`config.mk`:
```
export PLATFORM = sky130hd
export DESIGN_NAME = maxpool_unit
export DESIGN_NICKNAME = d
export VERILOG_FILES = /design/src/rtl/maxpool_unit.sv
export SDC_FILE = /design/constraint.sdc
export NUM_CORES = 1
export LEC_CHECK = 0
export BUFFER_PORTS_ARGS = -buffer_cell sky130_fd_sc_hd__buf_2
export CORE_UTILIZATION = 50
export CTS_CLUSTER_SIZE = 14
export DETAILED_ROUTE_END_ITERATION = 6
export PLACE_DENSITY = 0.72
export SYNTH_ARGS = -nofsm -noshare
export SYNTH_HDL_FRONTEND = slang
export SYNTH_SLANG_ARGS = --single-unit
```
`constraint.sdc`:
```
create_clock -name CLK -period 2.92 [get_ports CLK]
set_input_delay 0.292 -clock CLK [delete_from_list [all_inputs] [get_ports CLK]]
set_output_delay 0.292 -clock CLK [all_outputs]
set_load 0.005 [all_outputs]
```
`src/rtl/maxpool_unit.sv`:
```
// Max-pool datapath: address stream -> 1-cycle SRAM read -> signed max per window -> FWFT output FIFO.
// Latency 2 cycles from accepted pack beat to OUT_VALID; backpressure is applied only upstream via UP_EN.
module maxpool_unit #(
    parameter int ADDR_WIDTH = 12,
    parameter int DATA_WIDTH = 16,
    parameter int FIFO_DEPTH = 8
) (
    input  logic                         CLK,
    input  logic                         RESET_N,
    input  logic                         BIAS_VALID,
    input  logic [ADDR_WIDTH-1:0]        BIAS,
    input  logic                         BIAS_PACK,
    input  logic                         BIAS_LAST,
    output logic                         UP_EN,
    output logic                         RD_EN,
    output logic [ADDR_WIDTH-1:0]        RD_ADDR,
    input  logic signed [DATA_WIDTH-1:0] RD_DATA,
    output logic                         OUT_VALID,
    input  logic                         OUT_READY,
    output logic signed [DATA_WIDTH-1:0] OUT_DATA,
    output logic                         OUT_LAST,
    output logic                         DONE
);

    localparam int PW = $clog2(FIFO_DEPTH);
    localparam int CW = PW + 1;

    typedef struct packed {
        logic signed [DATA_WIDTH-1:0] data;
        logic                         last;
    } entry_t;

    logic                         en_q;
    logic                         r_v_q, r_pack_q, r_last_q;
    logic signed [DATA_WIDTH-1:0] acc_q, acc_d, win_max;
    logic                         first_q, first_d;
    logic                         done_q;
    logic [PW-1:0]                wr_ptr_q, rd_ptr_q;
    logic [CW-1:0]                count_q, count_d;
    entry_t                       mem_q [FIFO_DEPTH];
    entry_t                       head;
    logic                         accept, push, pop;

    // The generator holds its output while EN is low; the registered enable stops a held beat being re-used.
    assign accept  = BIAS_VALID & en_q;
    assign RD_EN   = accept;
    assign RD_ADDR = BIAS;

    assign UP_EN     = (count_q <= CW'(FIFO_DEPTH - 4));
    assign OUT_VALID = (count_q != '0);
    assign head      = mem_q[rd_ptr_q];
    assign OUT_DATA  = head.data;
    assign OUT_LAST  = head.last;
    assign DONE      = done_q;
    assign pop       = OUT_VALID & OUT_READY;

    // A last beat without pack still closes the window so a truncated tail is never dropped.
    assign push = r_v_q & (r_pack_q | r_last_q);

    always_comb begin
        win_max = acc_q;
        acc_d   = acc_q;
        first_d = first_q;
        count_d = count_q;
        if (first_q || (RD_DATA > acc_q)) begin
            win_max = RD_DATA;
        end
        if (r_v_q) begin
            acc_d   = win_max;
            first_d = push;
        end
        case ({push, pop})
            2'b10:   count_d = count_q + CW'(1);
            2'b01:   count_d = count_q - CW'(1);
            default: count_d = count_q;
        endcase
    end

    always_ff @(posedge CLK or negedge RESET_N) begin
        if (!RESET_N) begin
            en_q     <= 1'b0;
            r_v_q    <= 1'b0;
            r_pack_q <= 1'b0;
            r_last_q <= 1'b0;
            acc_q    <= '0;
            first_q  <= 1'b1;
            count_q  <= '0;
            wr_ptr_q <= '0;
            rd_ptr_q <= '0;
            done_q   <= 1'b0;
        end else begin
            en_q     <= UP_EN;
            r_v_q    <= accept;
            r_pack_q <= accept & BIAS_PACK;
            r_last_q <= accept & BIAS_LAST;
            acc_q    <= acc_d;
            first_q  <= first_d;
            count_q  <= count_d;
            if (push) begin
                wr_ptr_q <= wr_ptr_q + PW'(1);
            end
            if (pop) begin
                rd_ptr_q <= rd_ptr_q + PW'(1);
            end
            done_q   <= pop & head.last;
        end
    end

    always_ff @(posedge CLK) begin
        if (push) begin
            mem_q[wr_ptr_q] <= '{data: win_max, last: r_last_q};
        end
    end

endmodule

```
* Yosys cells after proc, flatten, opt, wreduce, memory -nomap -nowiden
Memories as Yosys holds them, arrays and structs flattened.
Index checks and enable logic that the tools add are counted.
** Operators by class
- $add $sub $neg :: 4
- $lt $le $gt $ge :: 2
- Equal/unequal tests :: 2
- Multiplexer cells :: 4
- Bitwise operators :: 7
- Reductions and logical operators :: 3
** Operator list (number)
- greater-than comparator 16 bit :: 1
- two-way mux 16 bit :: 1
- one-hot mux 4 bit (2 select lines) :: 1
- adder 3 x 1 -> 3 bit, second input constant :: 2
- bitwise AND 1 bit :: 6
- adder 4 x 1 -> 4 bit, second input constant :: 1
- less-or-equal comparator 4 x 3 -> 1 bit, second input constant :: 1
- nonzero test 4 bit :: 1
- subtractor 4 x 1 -> 4 bit, second input constant :: 1
- equality test 2 x 1 -> 1 bit, second input constant :: 1
- equality test 2 bit, second input constant :: 1
- two-way mux 1 bit :: 2
- nonzero test 2 bit :: 1
- logical OR 1 bit :: 1
- OR 1 bit :: 1
** Storage, ports and cells
- Register bits :: 32
- Memory bits (writable) :: 136
- Output and inout port bits :: 33
- Logic and storage cells :: 33
- Memories kept :: 1
** Memories
- mem_q :: words 8, width 17, rd ports 1, clocked after Yosys merged registers in 0, write ports 1, RTL line 40 : entry_t mem_q [FIFO_DEPTH];

* Logic depth before layout (Yosys ltp)
Gate-level depths: netlist of run 1.
- Depth in word-level cells :: 4
- Depth in mapped cells :: 11
- Mapped depth without buffers :: 10

* Worst setup path before layout of run 1
Ideal clock, no wire load.
- Path type :: register to register
- Start :: register r_v_q
- End :: memory mem_q[0][0] in the netlist's numbering (enable)
- Arrival :: 2754 ps
- Setup slack :: -269 ps
- Cell stages (with the launch flop) :: 6
- Cell sequence :: dfrtp_1 clkbuf_1 inv_1 nor2_1 clkinv_1 nor4_1
** Between the ends
- Longest elaborated chain between the ends :: 3
** RTL lines
- start, declared :: RTL line 34 : logic r_v_q, r_pack_q, r_last_q;
- start signal, assigned :: RTL line 93 : r_v_q <= accept;
- bitwise AND 1 bit :: RTL line 58 : assign push = r_v_q & (r_pack_q | r_last_q);
- two-way mux 1 bit :: RTL line 110 : if (push) begin
- two-way mux 1 bit (implied by the code) :: RTL line 111 : mem_q[wr_ptr_q] <= '{data: win_max, last: r_last_q};
- end, declared :: RTL line 40
No other way between the ends.

* Final worst setup path of run 1
- Start :: register acc_q[15]
- End :: memory mem_q[2][16] in the netlist's numbering, data pin
** Between the ends
- Longest elaborated chain between the ends :: 3
** RTL lines
- start, declared :: RTL line 35 : logic signed [DATA_WIDTH-1:0] acc_q, acc_d, win_max;
- start signal, assigned :: RTL line 85 : acc_q <= '0;
- start signal, assigned :: RTL line 96 : acc_q <= acc_d;
- greater-than comparator 16 bit :: RTL line 65 : if (first_q || (RD_DATA > acc_q)) begin
- logical OR 1 bit :: RTL line 65
- two-way mux 16 bit (*) :: RTL line 65
- via win_max[15] :: RTL line 35
Mark *: on every way through the listed nets, which the timed path passes. The rest lies on a longest branch.

==> impl_metrics.yaml, run 1 <==
outcome:
  status: "completed"
yosys:
  synth_top_area_share_pct: 56.5
  syn-instance-count: 415
  ys_seq_elements: 168
  syn_nets: 471
  ys_types: 38
  synth-simple-area-share_pct: 3.97
  ys_async_sr_fraction_pct: 19.0
  synthMuxAreaShare_pct: 16.8
  synth_compound_area_share_pct: 3.07
  yosysTopAreaCell: "edfxtp_1"
  synthTopCellsByArea: "edfxtp_1, dfrtp_1, mux4_2, ha_1, mux2_2"
  syn_area_um2: 7220
  ys_seq_area_share_pct: 67.6
  synthAdderAreaFrac_pct: 3.91
  synth_flop_cell: "edfxtp_1"
  synth_xor_area_share_pct: 0.970
  yosys_warnings: 0
  syn_avg_cell_area_um2: 17.4
  synth_top_family_by_area: "multiplexers"
  synth-edff-count: 136
drt:
  viasPerCell: 5.81
  drc: 0
  vias: 3876
  routed_wl_um: 14300
  ant_nets: 0
  drt-wirelength-per-cell_um: 21.5
  first_pass_iters: 7
  drt_iter0_drc: 421
sta:
  timing.slew.headroom_pct: 50.1
  period_minus_slack_ns: 2.91
  slew_violations: 0
  final_hold_viol_count: 0
  rsz0062_at_grt: "yes"
  fin_ws_ns: 0.0142
  worst_slew_pin_slew_ns: 0.748
  tns_ns: 0
  setup_viol: 0
  fmax_mhz: 344
  finClkSkew_ns: 0.00697
  fin_crit_sh_pct: 99.5
clock_tree:
  clock_path_buffers: 2
  clkTransAtPathRegs_ns: 0.06
  worstSkewPairLatency_ns: 0.43
  h-tree-depth: 4
  ctsRootBufferMaster: "clkbuf_16"
  cts_buffers: 17
  cts_tree: "done"
  clock-sinks: 168
floorplanning:
  die_h_um: 122
  die_area_um2: 14900
  num_rows: 43
  io_pins: 67
  die_w_um: 122
  core_region_area_um2: 14000
  initial_core_util_pct: 51.6
grt:
  grt_pass1_vias: 3865
  grt_pass1_wl_um: 21900
  grt_max_degree: 35
  antenna_found_initial: 0
  grtUsageTotal_pct: 20.7
  overflow: 0
hold_path:
  hp-start: "BIAS_LAST"
  hp-class: "in2reg"
critical_path:
  worst-path-buf-inv: 2
  arrival_ns: 3.06
  path_common_cell: "or4_1"
  timing.rr.start: "acc_q[15]"
  setup.worst_path.start_class: "flip-flop"
  crit_family: "simple AND/OR/NAND/NOR gates"
  cp-end-kind: "flip-flop"
  crit_path_max_incr_delay_ns: 0.59
  crit_start: "acc_q[15]"
  cp_max_fo: 10
  required_ns: 3.08
  critPathKind: "reg2reg"
  crit_slowest_cell: "or4_1"
  path_cells: "inv_1 > ha_1 > nand4_1 > or4_1 > a21oi_2 > or4_1 > and3_4 > buf_6 > mux2_2"
final_layout:
  n_antenna_cell: 0
  drive_gt1_share_pct: 37.0
  area_growth_pct: 16.8
  nets: 531
placement:
  dpl.hpwl_um: 8940
  place.gp.congestion: 0.801
  dp_slack_ns: 0.0207
  portBuffers: 42
power_and_ir_drop:
  leakagePower_uw: 0.00313
  power_density_nw_per_um2: 1070
  ir_drop_v: 0.000526
job:
  maxCapViolCount: 0
## power breakdown
group | internal (uW) | switching [uW] | total (uW)
sequential | 3230 | 221 | 3450
clock | 1520 | 918 | 2440
combinational | 1590 | 1570 | 3160
total | 6340 | 2710 | 9050
## cells by family after synthesis
kind of cell,after synthesis
AO/OA/AOI/OAI,35
XOR/XNOR,8
adder cells (fa/ha/maj),22
buffers and inverters,53
flip-flops,168
multiplexers,69
AND/OR/NAND/NOR,60
## cell type report
cell class	count	area (um2)
inverters	23	86.3
clock inverters	14	223
repair buffers	71	477
fillers	1007	5550
multi-input cells	194	2120
flip-flops and latches	168	4890
clock buffers	17	425
well taps	180	225
## placed cells by master, fill, tap and decap left out, types with 2 or more instances in the layout
cell type and instances:
and3_1 3, and2_1 3, buf_12 2, ha_1 21
o211ai_1 2, dfrtp_1 30, clkinv_4 3, buf_4 24
nand2_1 27, mux4_2 34, xor2_1 3, clkbuf_16 18
o21ai_0 5, nand2b_1 3, buf_2 42, mux2_4 14
clkinv_2 2, nor3_2 4, bufinv_16 5, inv_1 22
nand4_1 4, a21o_1 2, edfxtp_1 136, mux2_2 21
a21oi_1 4, inv_6 2, nor2_1 8, o22ai_1 15
xnor2_1 5, or4_1 4
## cells in the mapped netlist, drive strengths merged, types with 2 or more instances
cell type  number
a21oi           5
inv            22
and2            3
o22ai          15
o21ai           6
nor3            5
xnor2           5
edfxtp        136
dfrtp          31
nor2            8
nand2b          3
a21o            2
or4             4
xor2            3
a31oi           2
nand4           4
buf            20
mux4           34
nand2          27
mux2           35
clkbuf         10
o211ai          2
and3            4
ha             21
## flip-flops by register name, indices dropped and copies added, names as in the netlist
register,flops
r_v_q,1
first_q,1
count_q,4
mem_q,136
acc_q,16
wr_ptr_q,3
rd_ptr_q,3
r_last_q,1
DONE,1
r_pack_q,1
en_q,1
## final timing paths
path | end | slack [ns] | cells after the start
min reg2reg | en_q | 0.49 | 1
max in group asynchronous | rd_ptr_q[0] | 1.94 | 2
max reg2reg | mem_q[2][16] | 0.01 | 9
max | mem_q[2][16] | 0.01 | 9
min in group asynchronous | count_q[2] | 0.46 | 2
min | r_last_q | 0.11 | 2
## stage by stage
| stage | util (%) | hold WS (ns) | total power, uW | instance area (um2) | cells |
|---|---|---|---|---|---|
| 3_5_place_dp | 55.3 | 0.405 | 6540 | 7740 | 633 |
| 2_1_floorplan | - | -0.00359 | 5650 | 7230 | 415 |
| 3_3_place_gp | 55.3 | 0.399 | 6440 | 7740 | 633 |
| 6_report | 60.3 | 0.109 | 9050 | 8440 | 667 |
| 5_1_grt | 60.3 | 0.117 | 9480 | 8440 | 667 |
| 4_1_cts | 60.0 | 0.0960 | 8990 | 8400 | 665 |
## timing repair
| item | in CTS | in global routing |
|---|---|---|
| gates resized for setup | 0 | 4 |
| endpoints found under the hold margin | 31 | 0 |
| hold buffers | 1 | 0 |
| setup buffers | 0 | 1 |
| endpoints found under the setup margin | 0 | 128 |
## layer usage
| metal | part of all wire (%) | track usage [%] | routed length (um) |
|---|---|---|---|
| met3 | 5.8 | 4.40 | 830 |
| met2 | 51 | 33.1 | 7250 |
| met5 | 0 | 0 | 0 |
| met1 | 42 | 27.4 | 5970 |
| met4 | 1.8 | 8.92 | 263 |
Power figures use the tool's default switching activity.
==> run 2, diff against run 1 <==
CELL_PAD_IN_SITES_DETAIL_PLACEMENT = 1   (was unset)
CELL_PAD_IN_SITES_GLOBAL_PLACEMENT = 2   (was unset)
CORE_UTILIZATION = 48   (was 50)
PLACE_DENSITY = unset   (was 0.72)
PLACE_DENSITY_LB_ADDON = 0.1   (was unset)
clock period = 3.4 ns   (was 2.92 ns; I/O delays follow)
==> run 2 against run 1 <==
  * Sequential share of layout area is 0.71 points higher
  * Die area is 4.1% higher
  * Worst setup slack better by 0.40 ns
  * Routed wire length is 3.1% higher
  * Critical path depth is 1 lower
  * Cell area is 1.2% lower
  * Fmax is 2.7% lower
  * Clock skew is 0.0028 ns higher
==> impl_metrics.yaml, run 2 (synthesis results as in run 1) <==
outcome:
  status: "completed"
drt:
  highest_layer: "met4"
  routed_wl_um: 14800
  wl_met1_um: 6710
  met2_length_um: 7230
  viasPerCell: 5.63
  first_pass_iters: 5
  ant_nets: 0
  drt-wirelength-per-cell_um: 22.4
  drt_iter0_drc: 338
  vias: 3713
  met3_wirelength_um: 593
  drc: 0
sta:
  slew_violations: 0
  timing.slew.headroom_pct: 34.9
  fmax_mhz: 335
  finClkSkew_ns: 0.00982
  final_hold_viol_count: 0
  fin_crit_sh_pct: 87.8
  worst_slew_pin_slew_ns: 0.976
  tns_ns: 0
  setup_viol: 0
  period_minus_slack_ns: 2.99
  rsz0062_at_grt: "no"
final_layout:
  drive_gt1_share_pct: 33.9
  reg_top3: "mem_q: 136 flops, acc_q: 16 flops, count_q: 4 flops"
  nFillCells: 1322
  layout_commonest_cell: "edfxtp_1"
  design_area_um2: 8340
  area_growth_pct: 15.4
  max_flop_register: "mem_q"
  mostFrequentLayoutCells: "edfxtp_1, buf_2, mux4_2"
  n_antenna_cell: 0
  largest_reg_flops: 136
  final_util_pct: 57.2
  stdcell_count: 659
  nets: 518
clock_tree:
  h-tree-depth: 4
  cts_tree: "done"
  clock-sinks: 168
  cts_buffers: 17
  clock_path_buffers: 2
  worstSkewPairLatency_ns: 0.43
  ctsRootBufferMaster: "clkbuf_16"
  clkTransAtPathRegs_ns: 0.06
power_and_ir_drop:
  ir_drop_v: 0.000572
  clockPowerShare_pct: 26.6
  switching_share_pct: 29.9
  p_int_uw: 5320
  switching_power_uw: 2260
  pwr-share-seq_pct: 39.9
  power_density_nw_per_um2: 909
  leakagePower_uw: 0.00305
  comb_power_share_pct: 33.5
hold_path:
  hp-class: "in2reg"
  holdPathStages: 2
floorplanning:
  die_area_um2: 15500
  initial_core_util_pct: 49.5
  die_h_um: 125
  core_region_area_um2: 14600
  die_w_um: 125
  num_rows: 44
  io_pins: 67
critical_path:
  cp-end-kind: "flip-flop"
  critPathKind: "reg2reg"
  r2r_cells: 8
  setup.worst_path.start_class: "flip-flop"
  required_ns: 3.55
  arrival_ns: 3.14
  reg2reg_slack_ns: 0.41
  cp_max_fo: 31
placement:
  place_inst: 626
  dpl.hpwl_um: 9900
  portBuffers: 42
  place.gp.congestion: 0.798
  dpl-instance-area_um2: 7700
grt:
  grtUsageTotal_pct: 20.8
  grt_pass1_wl_um: 23600
  antenna_found_initial: 0
  grt_max_degree: 37
  grt_pass1_vias: 4057
  overflow: 0
job:
  maxCapViolCount: 0
run 2: critical path, stage by stage (launching register included):
cell     delay (ns)
dfrtp_1        0.34
inv_1          0.06
ha_1           0.36
nand4_1        0.18
or4_1          0.60
a31oi_1        0.26
and3_1         0.24
buf_12         0.23
mux2_2         0.44
run 2: layer usage:
metal,track usage (%),vias up
li1,-,1690
met2,32.7,73
met3,4.47,25
met5,0,-
met4,8.01,0
met1,28.5,1925
run 2: cell type report:
cell class	instances	area (um2)	area share, %
clock buffers	23	478	5.73
inverters	23	86.3	1.04
clock inverters	9	149	1.79
well taps	184	230	2.76
multi-input cells	194	2100	25.2
repair buffers	58	408	4.89
flip-flops and latches	168	4890	58.6
run 2: through the flow:
stage	worst slack, ns	hold slack [ns]	power [uW]
after global routing	0.216	0.153	8000
after floorplan	0.211	0.0444	4850
after CTS	0.401	0.145	7680
final	0.414	0.154	7580
after global placement	0.448	0.445	5530
after detailed placement	0.331	0.455	5650
run 2: final timing paths:
check / from / endpoint
setup / recovery: acc_q[15] / mem_q[5][16]
hold reg to reg: count_q[3] / count_q[3]
hold / removal: BIAS_PACK / r_pack_q
max in group asynchronous: RESET_N / rd_ptr_q[0]
setup reg to reg: acc_q[15] / mem_q[5][16]
min in group asynchronous: RESET_N / rd_ptr_q[2]
run 2: timing repair:
action / 4_1_cts / 5_1_grt
hold buffers: 1 / 0
endpoints found under the hold margin: 16 / 0
setup buffers: 0 / 0
resized for setup: 0 / 0
run 2: power groups by stage:
stage | logic [uW] | clock network [uW] | registers [uW]
3_3_place_gp | 2470 | 0 | 3070
5_1_grt | 2800 | 2140 | 3070
4_1_cts | 2590 | 2050 | 3040
2_1_floorplan | 1950 | 0 | 2910
6_report | 2540 | 2020 | 3020
3_5_place_dp | 2570 | 0 | 3080
